[config.mk]
export PLATFORM = sky130hd
export DESIGN_NAME = clk_div_prog_flat
export DESIGN_NICKNAME = d
export VERILOG_FILES = /design/src/rtl/clk_div_pkg.sv /design/src/rtl/clk_div_prog_if.sv /design/src/rtl/clk_div_prog.sv /design/src/flat_wrapper.sv
export SDC_FILE = /design/constraint.sdc
export NUM_CORES = 1
export LEC_CHECK = 0
export CORE_UTILIZATION = 37
export CTS_CLUSTER_SIZE = 20
export DETAILED_ROUTE_END_ITERATION = 7
export GPL_ROUTABILITY_DRIVEN = 0
export PLACE_DENSITY = 0.65
export SETUP_SLACK_MARGIN = 0.05
export SLEW_MARGIN = 40
export SYNTH_ARGS = -nofsm -noshare
export SYNTH_HDL_FRONTEND = slang
export SYNTH_SLANG_ARGS = --single-unit
export TNS_END_PERCENT = 20
[constraint.sdc]
create_clock -name clk_in -period 14.1 [get_ports clk_in]
set_clock_uncertainty 0.15 [all_clocks]
set_input_delay 1.41 -clock clk_in [delete_from_list [all_inputs] [get_ports clk_in]]
set_output_delay 1.41 -clock clk_in [all_outputs]
set_load 0.02 [all_outputs]
[src/rtl/clk_div_pkg.sv]
// Shared types and helpers for the programmable clock divider.
// Helpers work on 32-bit values; callers cast to and from their own DIV_W.
package clk_div_pkg;

   typedef enum logic [1:0] {
      StIdle,
      StRun,
      StStop
   } state_e;

   localparam int unsigned MIN_DIV   = 2;
   localparam int unsigned DIV_MAX_W = 32;

   // Divisors below MIN_DIV cannot form a high and a low phase, so they are raised.
   function automatic logic [DIV_MAX_W-1:0] clamp_div(input logic [DIV_MAX_W-1:0] d);
      return (d < MIN_DIV) ? DIV_MAX_W'(MIN_DIV) : d;
   endfunction

   // High-phase length ceil(n/2), written so it cannot overflow at the top of the range.
   function automatic logic [DIV_MAX_W-1:0] half_div(input logic [DIV_MAX_W-1:0] n);
      return (n >> 1) + {{(DIV_MAX_W-1){1'b0}}, n[0]};
   endfunction

endpackage

[src/rtl/clk_div_prog_if.sv]
// Control/status bundle between a programmable clock divider and its controller.
interface clk_div_prog_if #(
   parameter int unsigned DIV_W = 8
);
   logic             enable;
   logic [DIV_W-1:0] div_in;
   logic             div_wr;
   logic             clk_out;
   logic             tick;
   logic             running;
   logic             div_pending;
   logic [DIV_W-1:0] cur_div;

   modport master (
      output enable, div_in, div_wr,
      input  clk_out, tick, running, div_pending, cur_div
   );

   modport slave (
      input  enable, div_in, div_wr,
      output clk_out, tick, running, div_pending, cur_div
   );
endinterface

[src/rtl/clk_div_prog.sv]
// Runtime-programmable integer clock divider with glitch-free divisor and enable changes.
// clk_out and tick are registered; every change takes effect only on a period boundary.
module clk_div_prog
   import clk_div_pkg::*;
#(
   parameter int unsigned DIV_W       = 8,
   parameter int unsigned DEFAULT_DIV = 2
) (
   input logic           clk_in,
   input logic           reset,
   clk_div_prog_if.slave bus
);

   localparam logic [DIV_W-1:0] DefDiv = DIV_W'(DEFAULT_DIV);
   localparam logic [DIV_W-1:0] One    = DIV_W'(1);

   state_e           state_q, state_d;
   logic [DIV_W-1:0] cnt_q, cnt_d;
   logic             clk_out_q, clk_out_d;
   logic             tick_q, tick_d;
   logic [DIV_W-1:0] cur_div_q, cur_div_d;
   logic [DIV_W-1:0] pend_div_q, pend_div_d;
   logic             pend_q, pend_d;

   logic             wrap;
   logic             take_pend;
   logic [DIV_W-1:0] div_eff;

   assign wrap = (state_q != StIdle) && (cnt_q == cur_div_q - One);

   always_ff @(posedge clk_in or posedge reset) begin
      if (reset) begin
         state_q <= StIdle;
      end else begin
         state_q <= state_d;
      end
   end

   always_ff @(posedge clk_in or posedge reset) begin
      if (reset) begin
         cnt_q      <= '0;
         clk_out_q  <= 1'b0;
         tick_q     <= 1'b0;
         cur_div_q  <= DefDiv;
         pend_div_q <= DefDiv;
         pend_q     <= 1'b0;
      end else begin
         cnt_q      <= cnt_d;
         clk_out_q  <= clk_out_d;
         tick_q     <= tick_d;
         cur_div_q  <= cur_div_d;
         pend_div_q <= pend_div_d;
         pend_q     <= pend_d;
      end
   end

   always_comb begin
      state_d = state_q;
      unique case (state_q)
         StIdle: if (bus.enable) state_d = StRun;
         StRun:  if (!bus.enable) state_d = StStop;
         StStop: begin
            if (bus.enable) begin
               state_d = StRun;
            end else if (wrap) begin
               state_d = StIdle;
            end
         end
         default: state_d = StIdle;
      endcase
   end

   always_comb begin
      cnt_d      = cnt_q;
      clk_out_d  = clk_out_q;
      tick_d     = 1'b0;
      cur_div_d  = cur_div_q;
      pend_div_d = pend_div_q;
      pend_d     = pend_q;
      take_pend  = 1'b0;
      div_eff    = cur_div_q;

      unique case (state_q)
         StIdle: begin
            cnt_d     = '0;
            clk_out_d = 1'b0;
            if (bus.enable) begin
               take_pend = pend_q;
               clk_out_d = 1'b1;
               tick_d    = 1'b1;
            end
         end
         StRun, StStop: begin
            take_pend = wrap && pend_q;
            if (state_q == StStop && !bus.enable && wrap) begin
               cnt_d     = '0;
               clk_out_d = 1'b0;
            end else begin
               // A divisor applied at this wrap already shapes the period it starts.
               div_eff   = take_pend ? pend_div_q : cur_div_q;
               cnt_d     = wrap ? '0 : cnt_q + One;
               clk_out_d = DIV_MAX_W'(cnt_d) < half_div(DIV_MAX_W'(div_eff));
               tick_d    = (cnt_d == '0);
            end
         end
         default: begin
            cnt_d     = '0;
            clk_out_d = 1'b0;
         end
      endcase

      if (take_pend) begin
         cur_div_d = pend_div_q;
         pend_d    = 1'b0;
      end
      // A write on a wrap edge lands after the old pending value was consumed.
      if (bus.div_wr) begin
         pend_div_d = DIV_W'(clamp_div(DIV_MAX_W'(bus.div_in)));
         pend_d     = 1'b1;
      end
   end

   assign bus.clk_out     = clk_out_q;
   assign bus.tick        = tick_q;
   assign bus.running     = (state_q != StIdle);
   assign bus.div_pending = pend_q;
   assign bus.cur_div     = cur_div_q;

endmodule

[src/flat_wrapper.sv]
// flat-port wrapper written by rule: the top's interface ports become plain ports
module clk_div_prog_flat import clk_div_pkg::*;
#(
   parameter int unsigned DIV_W       = 8,
   parameter int unsigned DEFAULT_DIV = 2
)
  (clk_in, reset, bus_enable, bus_div_in, bus_div_wr, bus_clk_out, bus_tick, bus_running, bus_div_pending, bus_cur_div);
  clk_div_prog_if #(.DIV_W(DIV_W)) bus_i ();
  input logic clk_in;
  input logic reset;
  input wire logic [$bits(bus_i.enable)-1:0] bus_enable;
  input wire logic [$bits(bus_i.div_in)-1:0] bus_div_in;
  input wire logic [$bits(bus_i.div_wr)-1:0] bus_div_wr;
  output wire logic [$bits(bus_i.clk_out)-1:0] bus_clk_out;
  output wire logic [$bits(bus_i.tick)-1:0] bus_tick;
  output wire logic [$bits(bus_i.running)-1:0] bus_running;
  output wire logic [$bits(bus_i.div_pending)-1:0] bus_div_pending;
  output wire logic [$bits(bus_i.cur_div)-1:0] bus_cur_div;
  assign bus_i.enable = bus_enable;
  assign bus_i.div_in = bus_div_in;
  assign bus_i.div_wr = bus_div_wr;
  assign bus_clk_out = bus_i.clk_out;
  assign bus_tick = bus_i.tick;
  assign bus_running = bus_i.running;
  assign bus_div_pending = bus_i.div_pending;
  assign bus_cur_div = bus_i.cur_div;
  clk_div_prog #(.DIV_W(DIV_W), .DEFAULT_DIV(DEFAULT_DIV)) u_core (.clk_in(clk_in), .reset(reset), .bus(bus_i));
endmodule
* Word level (Yosys, flattened, before mapping)
Index checks and enable logic that the tools add are counted.
** Word-level totals
- Output and inout bits :: 12
- Logic and storage cells :: 48
- Bits in read-only memories :: 0
- Register bits :: 29
- Memories :: 0
- Memory bits (writable) :: 0
- Bits in latches :: 0
- Bits of input ports :: 12
** Operators by class
- Multipliers :: 0
- Reductions and logical operators :: 11
- $add $sub $neg :: 3
- Divide/modulo/power cells :: 0
- Multiplexer cells :: 19
- Magnitude comparators :: 2
- Shift-type cells :: 0
- Equal/unequal tests :: 6
- Bitwise operators :: 0
** Operator list (count)
- 2-to-1 mux 8 bit :: 5
- < comparator 8 x 32 -> 1 bit :: 1
- adder 7 x 1 -> 8 bit :: 1
- adder 8 x 1 -> 8 bit, second input constant :: 1
- == test 8 bit :: 1
- zero test 8 bit :: 1
- < comparator 8 x 2 -> 1 bit, second input constant :: 1
- 2-to-1 mux 2 bit :: 4
- subtractor 8 x 1 -> 8 bit, second input constant :: 1
- 2-to-1 mux 1 bit :: 6
- one-hot mux 1 bit (2 select lines) :: 3
- one-hot mux 2 bit (3 select lines) :: 1
- logical AND 1 bit :: 4
- inequality test 2 bit, second input constant :: 2
- nonzero test 2 bit :: 2
- inequality test 3 x 2 -> 1 bit, second input constant :: 1
- AND reduction 3 bit :: 1
- == test 2 x 1 -> 1 bit, second input constant :: 1
- == test 2 bit, second input constant :: 1
- zero test 2 bit :: 1
- OR reduction 2 bit :: 1
- zero test 1 bit :: 1

* Longest topological paths before layout
Gate-level depths: netlist of run 1.
- Depth in word-level cells :: 9
- Mapped depth :: 23
- Mapped depth without buffers :: 21

* Worst setup path before layout of run 1
No wires, ideal clock.
- Path kind :: register to register
- Start point :: register u_core.cur_div_q[1], in the netlist u_core.bus.cur_div[1]
- End point :: register u_core.clk_out_q, in the netlist u_core.bus.clk_out
- Arrival time :: 4512 ps
- Cell stages (with the launch flop) :: 22
- Path slack :: 9361 ps
- Clock period less this slack :: 4739 ps
- Data required time :: 13873 ps
- Library setup time :: 77 ps
- Path buffers :: 2
- Cells stage by stage :: dfstp_2 > inv_1 > ha_1 > clkbuf_1 > nor2b_1 > or3_1 > a31o_1 > a2111oi_4 > buf_4 > o21ai_1 > ha_1 > ha_1 > and3_1 > xnor2_1 > mux2_1 > ha_1 > a21oi_1 > nor2b_1 > o21ai_0 > a31oi_1 > a311o_1 > a21oi_1
** Between the ends
- Cells in the longest elaborated chain, start to end :: 9
- Elaborated cells between the ends (all ways) :: 11
- Classes of those cells :: add/sub (2); order compare (1); eq/ne (1); mux (4); reduce/logical (3)
** RTL lines
- from (decl) :: line clk_div_prog.sv:21 : logic [DIV_W-1:0] cur_div_q, cur_div_d;
- from (signal assigned) :: line clk_div_prog.sv:44 : cur_div_q <= DefDiv;
- from (signal assigned) :: line clk_div_prog.sv:51 : cur_div_q <= cur_div_d;
- subtractor 8 x 1 -> 8 bit :: line clk_div_prog.sv:29 : assign wrap = (state_q != StIdle) && (cnt_q == cur_div_q - One);
- == test 8 bit :: line clk_div_prog.sv:29
- logical AND 1 bit :: line clk_div_prog.sv:29
- logical AND 1 bit :: line clk_div_prog.sv:94 : take_pend = wrap && pend_q;
- 2-to-1 mux 8 bit :: line clk_div_prog.sv:100 : div_eff = take_pend ? pend_div_q : cur_div_q;
- adder 7 x 1 -> 8 bit :: line clk_div_pkg.sv:21 : return (n >> 1) + {{(DIV_MAX_W-1){1'b0}}, n[0]};
- < comparator 8 x 32 -> 1 bit :: line clk_div_prog.sv:102 : clk_out_d = DIV_MAX_W'(cnt_d) < half_div(DIV_MAX_W'(div_eff));
- 2-to-1 mux 1 bit * :: line clk_div_prog.sv:95 : if (state_q == StStop && !bus.enable && wrap) begin
- one-hot mux 1 bit (2 select lines) * :: line clk_div_prog.sv:83 : unique case (state_q)
- named net u_core.clk_out_d :: line clk_div_prog.sv:19 : logic clk_out_q, clk_out_d;
- to (signal assigned) :: line clk_div_prog.sv:49 : clk_out_q <= clk_out_d;
- to (decl) :: line clk_div_prog.sv:19
The timed path passes the listed nets; every way through them passes the cells marked *.
A chain may end at the register's enable or synchronous reset.

* Final worst setup path of run 1
Same ends and word-level chain as after synthesis.

==> results of run 1 <==
[path summary, 6_finish.rpt]
| kind | start | end | slack, ns | depth (start not counted) |
|---|---|---|---|---|
| worst max-delay path | u_core.bus.cur_div[1] | u_core.bus.clk_out | 9.16 | 21 |
| worst min-delay path | u_core.pend_div_q[0] | u_core.bus.cur_div[0] | 0.43 | 2 |
| worst max register to register | u_core.bus.cur_div[1] | u_core.bus.clk_out | 9.16 | 21 |
| worst min register to register | u_core.pend_div_q[0] | u_core.bus.cur_div[0] | 0.43 | 2 |
| max in group asynchronous | reset | u_core.bus.cur_div[1] | 12.13 | 3 |
| min in group asynchronous | reset | u_core.cnt_q[4] | 1.35 | 3 |
[cell type report]
| cell class | instances | area, sq um |
|---|---|---|
| fillers | 537 | 3040 |
| multi-input cells | 179 | 1380 |
| flip-flops and latches | 29 | 728 |
| repair buffers | 25 | 245 |
| clock buffers | 7 | 96.3 |
| well taps | 72 | 90.1 |
| inverters | 15 | 56.3 |
| clock inverters | 1 | 5.00 |
[through the flow]
step	util (%)	setup slack, ns	instance area, sq um
6_report	46.1	9.16	2600
5_1_grt	46.1	8.83	2600
4_1_cts	45.9	9.01	2590
3_5_place_dp	44.1	9.02	2490
3_3_place_gp	44.1	9.09	2490
2_1_floorplan	-	9.36	2220
[layer usage]
metal | wire length (um) | GRT usage, %
met1 | 2420 | 23.8
met2 | 2350 | 29.2
met3 | 169 | 2.86
met4 | 76 | 6.18
met5 | 0 | 0
[flip-flops by register name (all words and copies together), names as in the netlist]
register and cells:
u_core.bus.tick 1, u_core.bus.cur_div 8, u_core.bus.div_pending 1, u_core.cnt_q 8, u_core.pend_div_q 8, u_core.state_q 2
u_core.bus.clk_out 1
[cells in the final DEF (no fill, tap or decap), types with 2 or more instances in the layout]
cell type / Yosys / routed
a21oi_1: 8 / 8
xnor2_1: 14 / 14
dfrtp_1: 27 / 27
and3_1: 4 / 4
mux2_2: 7 / 7
nand2b_1: 5 / 5
mux2_4: 7 / 7
nor3_1: 5 / 5
nand3_1: 7 / 7
clkbuf_8: 0 / 7
mux2_1: 2 / 2
clkdlybuf4s50_1: 0 / 23
nand4_1: 3 / 3
inv_1: 15 / 15
dfstp_2: 2 / 2
a31oi_1: 4 / 4
xor2_1: 9 / 9
nor2b_1: 5 / 5
nand2_1: 11 / 11
nor2_1: 31 / 31
ha_1: 16 / 16
a2111oi_4: 2 / 2
o21ai_1: 3 / 3
mux2i_1: 4 / 4
o21ai_0: 8 / 8
buf_4: 2 / 2
[power by group]
group / internal (mW) / switching [mW]
clock network: 0.0441 / 0.0333
logic: 0.140 / 0.148
registers: 0.108 / 0.0489
total: 0.291 / 0.230
[logic make-up after synthesis]
logic type | share of synthesized area (%)
AOI/OAI and AO/OA | 15.5
buffers and inverters | 5.24
xor gates and xnor gates | 9.07
adders and majority gates | 9.01
muxes | 11.1
DFF | 32.8
and+or+nand+nor | 17.3
[synthesized netlist by cell type, drive strengths merged (2+ instances only)]
cell type,n
xnor2,14
nor3,5
a21oi,8
nor2b,5
nand2b,5
inv,15
a31oi,4
o21bai,2
a2111oi,2
o211ai,2
o21ai,11
dfstp,2
nand4,3
ha,16
and3,4
buf,6
a211oi,2
dfrtp,27
mux2,16
nand2,11
xor2,9
clkbuf,5
mux2i,4
nand3,7
nor2,31
[worst max-delay path, delay by kind of cell, from the launching register on]
family	cells	cell delay, ns
mux	1	0.16
fa+ha+maj	4	0.98
buf+inv	2	0.34
xor+xnor	1	0.13
flops	1	0.59
compound gates	7	1.48
simple gates	6	1.03
==> metrics.csv, run 1 <==
stage,metric,value,unit
cells_and_area,Final nets,283,
global_routing,first-pass GRT wire length,8630,um
placed_design,detailed placement HPWL,3770,um
clock_network,H-tree depth,2,
sta,RSZ-0062 raised after global routing,no,
logic_synthesis,post-synthesis instance total,234,
clock_network,CTS Sinks,29,
placed_design,Port Buffer Count,23,
clock_network,CTS Buffer Depth,2,
status,status,"complete, no violations",
sta,Slew Limit Fails,0,
sta,Final setup violation count,0,
floorplan,Rows,27,
logic_synthesis,number of flops mapped to enable cells by yosys,0,
setup_path,critical path data required time,14.15,ns
logic_synthesis,Synth Net Count,262,
logic_synthesis,"Cell Area, Synth",2220,sq um
floorplan,starting density of the core,39.4,%
detailed_routing,DRT Pass-1 Iters,4,
global_routing,GR Util All Layers,17.9,%
floorplan,CORE AREA,5640,sq um
setup_path,CP max-delay cell,dfstp_2,
power_and_ir_drop,Worst VDD drop,0.119,mV
detailed_routing,DRC viols,0,
detailed_routing,vias,1754,
cells_and_area,Syn-to-layout area delta,16.9,%
detailed_routing,DRT iter0 DRCs,92,
power_and_ir_drop,Pwr Total,521,uW
detailed_routing,routed vias/inst,5.35,
global_routing,largest net degree at the start of global routing,30,
clock_network,TritonCTS Buffers,5,
setup_path,cell mode on critical path,ha_1,
detailed_routing,WL/cell,15.3,um
sta,setup TNS,0,ns
logic_synthesis,cell taking the most area after synthesis,dfrtp_1,
setup_path,crit path capture type,register,
global_routing,Congestion Overflow GR,0,
power_and_ir_drop,Lkg Pwr,1.11,nW
worst_hold_path,HP Class,register to register,
sta,Achievable Freq,203,MHz
floorplan,Die Footprint,6320,sq um
power_and_ir_drop,P per Cell Area,201,nW/um^2
cells_and_area,# diodes,0,
setup_path,peak fanout along the critical path,12,
sta,crit share post-route,35.0,%
clock_network,CTS tree,built,
job,max cap viols,0,
logic_synthesis,top post-synthesis cells by area,"dfrtp_1 30%, ha_1 9.0%, xnor2_1 5.5%, nor2_1 5.2%, mux2_4 4.7%",
logic_synthesis,Synthesis Warnings,0,
logic_synthesis,Seq cells post-synth,29,
clock_network,CTS Root Buffer Type,clkbuf_8,
sta,minimum clock period,4.94,ns
detailed_routing,post-route ant nets,0,
setup_path,critical path class,register to register,
logic_synthesis,ys flop type,dfrtp_1,
clock_network,clk slew on worst S/H paths,0.06,ns
sta,WHS,0.426,ns
logic_synthesis,sequential share of the synthesized area,32.8,%
logic_synthesis,Mean Syn Cell Area,9.50,sq um
logic_synthesis,post-synthesis cell type count,51,
clock_network,CTS resizes,0,
floorplan,# IOs,24,
cells_and_area,post-route insts no fill,328,
sta,"Hold Vio Cnt, Final",0,
setup_path,CP cell instances,inv_1 > ha_1 > nor2b_1 > or3_1 > a31o_1 > a2111oi_4 > buf_4 > nand2_1 > o21ai_1 > ha_1 > ha_1 > and3_1 > nand3_1 > xnor2_1 > mux2i_1 > ha_1 > nor2b_1 > o21ai_0 > a31oi_1 > a311o_1 > a21oi_1,
clock_network,Skew-Pair Late Insertion Delay,0.28,ns
floorplan,chip height,79.5,um
clock_network,# hold bufs at CTS,0,
logic_synthesis,async set or reset register ratio after synthesis,100,%
global_routing,number of global-route vias before repair,1747,
sta,Slew headroom,47.2,%
placed_design,Inst Count DP,319,
clock_network,Setup Buffers After CTS,0,
setup_path,Worst setup SP type,register,
sta,Worst Tran Pin Value,0.791,ns
logic_synthesis,post-synth top area share,30.4,%
setup_path,Critical Path AT,4.99,ns
setup_path,CP max stage delay,0.59,ns
detailed_routing,Routed WL,5010,um
cells_and_area,layout cell share with drive strength beyond 1,12.5,%
floorplan,Die Wd,79.5,um
global_routing,initial antenna violation count,0,
No activity file was read; power rests on OpenSTA's default activity.
==> run 2: changes to the inputs <==
clock period = 5.15 ns   (was 14.1 ns; I/O delays follow)
==> metrics.csv, run 2 (synthesis results as in run 1) <==
stage,metric,value,unit
floorplan,Die Footprint,6320,sq um
sta,Slew Limit Fails,0,
global_routing,largest net degree at the start of global routing,30,
floorplan,Die Wd,79.5,um
worst_hold_path,HP Class,register to register,
setup_path,critical path class,register to register,
status,status,"complete, no violations",
clock_network,clk slew on worst S/H paths,0.06,ns
setup_path,peak fanout along the critical path,8,
clock_network,CTS Sinks,29,
detailed_routing,Metal-1 WL,2350,um
cells_and_area,# diodes,0,
cells_and_area,"most common cell after layout, fill and taps aside",nor2_1,
cells_and_area,Syn-to-layout area delta,16.6,%
cells_and_area,layout cell share with drive strength beyond 1,12.5,%
cells_and_area,Final nets,285,
sta,RSZ-0062 raised after global routing,no,
setup_path,crit path capture type,register,
placed_design,Port Buffer Count,23,
sta,Slew headroom,60.5,%
setup_path,Worst setup SP type,register,
detailed_routing,post-route ant nets,0,
cells_and_area,most frequent cells in the layout,"31 x nor2_1, 27 x dfrtp_1, 23 x clkdlybuf4s50_1",
clock_network,TritonCTS Buffers,5,
sta,Worst Tran Pin Value,0.589,ns
global_routing,initial antenna violation count,0,
detailed_routing,WL/cell,14.5,um
detailed_routing,DRC viols,0,
setup_path,critical path data required time,5.21,ns
floorplan,starting density of the core,39.4,%
global_routing,GR Util All Layers,16.9,%
floorplan,# IOs,24,
setup_path,worst reg-to-reg path cell count,18,
detailed_routing,DRT iter0 DRCs,48,
sta,Final setup violation count,0,
power_and_ir_drop,Pwr Total,1.37,mW
global_routing,first-pass GRT wire length,8120,um
setup_path,Critical Path AT,4.76,ns
detailed_routing,Highest Signal Layer,met4,
floorplan,CORE AREA,5640,sq um
floorplan,Rows,27,
setup_path,R2R setup slack,0.45,ns
detailed_routing,vias,1728,
clock_network,CTS Buffer Depth,2,
sta,crit share post-route,91.2,%
clock_network,Skew-Pair Late Insertion Delay,0.28,ns
sta,minimum clock period,4.70,ns
job,max cap viols,0,
clock_network,# hold bufs at CTS,0,
power_and_ir_drop,Worst VDD drop,0.314,mV
worst_hold_path,Worst Hold Path Cells,1,
clock_network,H-tree depth,2,
global_routing,Congestion Overflow GR,0,
global_routing,number of global-route vias before repair,1712,
detailed_routing,DR WL met2,2200,um
placed_design,detailed placement HPWL,3690,um
power_and_ir_drop,P per Cell Area,531,nW/um^2
sta,setup TNS,0,ns
detailed_routing,Routed WL,4760,um
detailed_routing,met3 wire length,121,um
detailed_routing,routed vias/inst,5.25,
sta,Achievable Freq,213,MHz
power_and_ir_drop,Lkg Pwr,1.11,nW
floorplan,chip height,79.5,um
detailed_routing,DRT Pass-1 Iters,4,
clock_network,CTS tree,built,
clock_network,CTS Root Buffer Type,clkbuf_8,
sta,"Hold Vio Cnt, Final",0,
-- run 2: cell types whose count changed in the layout (fill, tap and decap cells not counted), sizes merged --
cell and delta:
buf +2, clkbuf -1
-- run 2: worst paths after layout --
check | from | endpoint
worst max register to register | u_core.bus.cur_div[1] | u_core.bus.clk_out
worst max-delay path | u_core.bus.cur_div[1] | u_core.bus.clk_out
worst min-delay path | u_core.pend_div_q[1] | u_core.pend_div_q[1]
worst min register to register | u_core.pend_div_q[1] | u_core.pend_div_q[1]
min in group asynchronous | reset | u_core.bus.clk_out
max in group asynchronous | reset | u_core.pend_div_q[1]
-- run 2: worst max-delay path, cell delays in order (launching register included) --
cell and delay [ns]:
dfstp_2 0.60, inv_1 0.08, ha_1 0.27, nor2b_1 0.16
or3_1 0.36, a31o_1 0.29, a2111oi_4 0.40, mux2_1 0.38
ha_1 0.23, and3_1 0.21, xnor2_1 0.12, mux2_1 0.29
ha_1 0.18, a21oi_1 0.14, nor2b_1 0.06, o21ai_0 0.14
a31oi_1 0.10, a311o_1 0.33, a21oi_1 0.12
-- run 2: routing by layer --
layer | vias up | GRT usage (%)
met2 | 35 | 26.9
met5 | - | 0
met1 | 826 | 22.6
met3 | 5 | 2.74
met4 | 0 | 6.55
li1 | 862 | -
-- run 2: area by class of cell --
type | instances | area, sq um
Fill cell | 536 | 3050
Clock buffer | 6 | 72.6
Inverter | 15 | 56.3
Clock inverter | 1 | 5.00
Multi-Input combinational cell | 179 | 1380
Tap cell | 72 | 90.1
Timing Repair Buffer | 27 | 260
Sequential cell | 29 | 728
-- run 2: timing repair --
item	CTS	global route
endpoints found under the hold margin	0	0
buffers inserted	0	1
setup endpoints to repair	0	1
resized for setup	0	0
-- run 2: metrics by stage --
step,std cells,hold slack [ns],setup WS [ns],area [sq um],util (%)
5_1_grt,329,0.445,0.0410,2590,45.9
2_1_floorplan,234,0.350,0.411,2220,-
6_report,329,0.429,0.451,2590,45.9
3_5_place_dp,321,0.407,0.322,2500,44.4
3_3_place_gp,321,0.397,0.440,2500,44.4
4_1_cts,328,0.422,0.300,2580,45.8
-- run 2: report_power, final --
| group | switching, mW | total (mW) | internal [mW] | leakage, nW |
|---|---|---|---|---|
| Sequential | 0.134 | 0.429 | 0.295 | 0.355 |
| Clock | 0.0816 | 0.173 | 0.0915 | 0.0410 |
| Combinational | 0.394 | 0.773 | 0.379 | 0.712 |
==> run 3: changes to the inputs <==
CORE_UTILIZATION = 50   (was 37)
PLACE_DENSITY = 0.84   (was 0.65)
clock period = 4.25 ns   (was 5.15 ns; I/O delays follow)
==> metrics.csv, run 3 (synthesis results as in run 1) <==
stage,metric,value,unit
status,status,"complete, but fails checks",
status,failing checks,negative setup slack,
floorplan,Rows,23,
setup_path,cell mode on critical path,ha_4,
sta,Worst Tran Pin Value,0.640,ns
power_and_ir_drop,P per Cell Area,692,nW/um^2
global_routing,number of global-route vias before repair,1964,
detailed_routing,vias,1983,
detailed_routing,Routed WL,5970,um
setup_path,R2R setup slack,-0.06,ns
floorplan,Die Wd,68.7,um
floorplan,# IOs,24,
detailed_routing,WL/cell,18.6,um
sta,Slew Limit Fails,0,
detailed_routing,DRT Pass-1 Iters,6,
clock_network,CTS Sinks,29,
cells_and_area,Final nets,298,
cells_and_area,post-route insts no fill,321,
setup_path,WP buf/inv,3,
global_routing,Congestion Overflow GR,0,
floorplan,CORE AREA,4140,sq um
sta,crit share post-route,101,%
cells_and_area,layout cell share with drive strength beyond 1,25.1,%
sta,Slew headroom,57.2,%
cells_and_area,final core utilization,67.6,%
clock_network,CTS Root Buffer Type,clkbuf_8,
placed_design,Area after DPL,2590,sq um
setup_path,CP max-delay cell,dfstp_2,
placed_design,Port Buffer Count,23,
job,max cap viols,0,
cells_and_area,Syn-to-layout area delta,26.1,%
setup_path,crit path capture type,register,
power_and_ir_drop,Worst VDD drop,0.254,mV
cells_and_area,filler cell count,325,
cells_and_area,most frequent cells in the layout,"29 x nor2_1, 27 x dfrtp_1, 23 x clkdlybuf4s50_1",
sta,RSZ-0062 raised after global routing,yes,
clock_network,Skew-Pair Late Insertion Delay,0.29,ns
global_routing,first-pass GRT wire length,9290,um
detailed_routing,DRT iter0 DRCs,154,
clock_network,clk slew on worst S/H paths,0.06,ns
setup_path,Worst setup SP type,register,
setup_path,Crit path max-delay family,compound AO/OA/AOI/OAI gates,
setup_path,Critical Path AT,4.37,ns
cells_and_area,fin area,2800,sq um
clock_network,CTS tree,built,
clock_network,CTS Buffer Depth,2,
cells_and_area,# diodes,0,
sta,Final setup violation count,1,
floorplan,starting density of the core,53.6,%
power_and_ir_drop,Pwr Total,1.94,mW
setup_path,reg2reg end,u_core.bus.clk_out,
global_routing,largest net degree at the start of global routing,30,
sta,Achievable Freq,232,MHz
setup_path,CP cell instances,inv_2 > ha_4 > nor2b_1 > or3_1 > a31o_4 > a2111oi_4 > buf_6 > buf_4 > o21ai_2 > ha_4 > ha_4 > and3_4 > xnor2_1 > mux2_1 > ha_2 > a21oi_2 > nor2b_1 > o21ai_1 > a31oi_1 > a311o_1 > a21oi_1,
power_and_ir_drop,Lkg Pwr,1.20,nW
detailed_routing,DRC viols,0,
placed_design,detailed placement HPWL,3890,um
setup_path,critical path class,register to register,
cells_and_area,"most common cell after layout, fill and taps aside",nor2_1,
setup_path,CP max stage delay,0.54,ns
global_routing,initial antenna violation count,0,
detailed_routing,routed vias/inst,6.18,
placed_design,Inst Count DP,308,
floorplan,Die Footprint,4710,sq um
setup_path,critical path data required time,4.31,ns
placed_design,dpl ws,-0.0917,ns
sta,"Hold Vio Cnt, Final",0,
setup_path,peak fanout along the critical path,8,
clock_network,TritonCTS Buffers,5,
setup_path,worst reg-to-reg path cell count,21,
global_routing,GR Util All Layers,27.9,%
setup_path,RR Startpoint,u_core.bus.cur_div[1],
detailed_routing,post-route ant nets,0,
floorplan,chip height,68.7,um
clock_network,# hold bufs at CTS,0,
sta,Final WS setup,-0.0577,ns
clock_network,H-tree depth,2,
sta,minimum clock period,4.31,ns
worst_hold_path,HP Class,input port to async pin,
-- run 3: final cells by class --
type / count / area (sq um) / share of cell area (%)
well taps: 50 / 62.6 / 2.23
repair buffers: 40 / 362 / 12.9
flip-flops and latches: 29 / 728 / 26.0
clock buffers: 7 / 96.3 / 3.44
clock inverters: 1 / 5.00 / 0.179
inverters: 15 / 56.3 / 2.01
multi-input cells: 179 / 1490 / 53.2
-- run 3: worst max-delay path by stage --
| stage | from | endpoint | depth (start not counted) |
|---|---|---|---|
| after floorplan | u_core.bus.cur_div[1] | u_core.bus.clk_out | 22 |
| after global placement | u_core.bus.cur_div[1] | u_core.bus.clk_out | 21 |
| after detailed placement | u_core.bus.cur_div[1] | u_core.bus.clk_out | 21 |
| after CTS | u_core.bus.cur_div[1] | u_core.bus.clk_out | 19 |
| after global routing | u_core.bus.cur_div[1] | u_core.bus.clk_out | 21 |
| final | u_core.bus.cur_div[1] | u_core.bus.clk_out | 21 |
-- run 3: stage by stage --
step | TNS, ns | hold slack (ns)
2_1_floorplan | -0.120 | 0.350
3_3_place_gp | 0 | 0.382
3_5_place_dp | -0.0917 | 0.402
4_1_cts | 0 | 0.409
5_1_grt | -0.185 | 0.450
6_report | -0.0577 | 0.391
-- run 3: repair_timing --
item                                    CTS  global route
pin swaps                                 5             2
gates resized for setup                  10             5
endpoints found under the setup margin    1             1
buffers inserted                          5             0
-- run 3: layer usage --
metal	track usage, %	up-vias	wire length [um]
li1	-	892	-
met1	31.9	971	2290
met2	46.6	101	3000
met3	8.39	19	495
met4	14.8	0	180
met5	0	-	0
-- run 3: power breakdown --
part,switching (mW),internal [mW]
Clock,0.108,0.146
Combinational,0.655,0.578
Sequential,0.0909,0.359
-- run 3: worst reg2reg max path, cell delays in order (launching register included) --
cell and delay (ns):
dfstp_2 0.54, inv_2 0.06, ha_4 0.19, nor2b_1 0.13, or3_1 0.32, a31o_4 0.25
a2111oi_4 0.20, buf_6 0.16, buf_4 0.12, o21ai_2 0.07, ha_4 0.18, ha_4 0.17
and3_4 0.19, xnor2_1 0.13, mux2_1 0.32, ha_2 0.19, a21oi_2 0.11, nor2b_1 0.06
o21ai_1 0.16, a31oi_1 0.12, a311o_1 0.29, a21oi_1 0.12
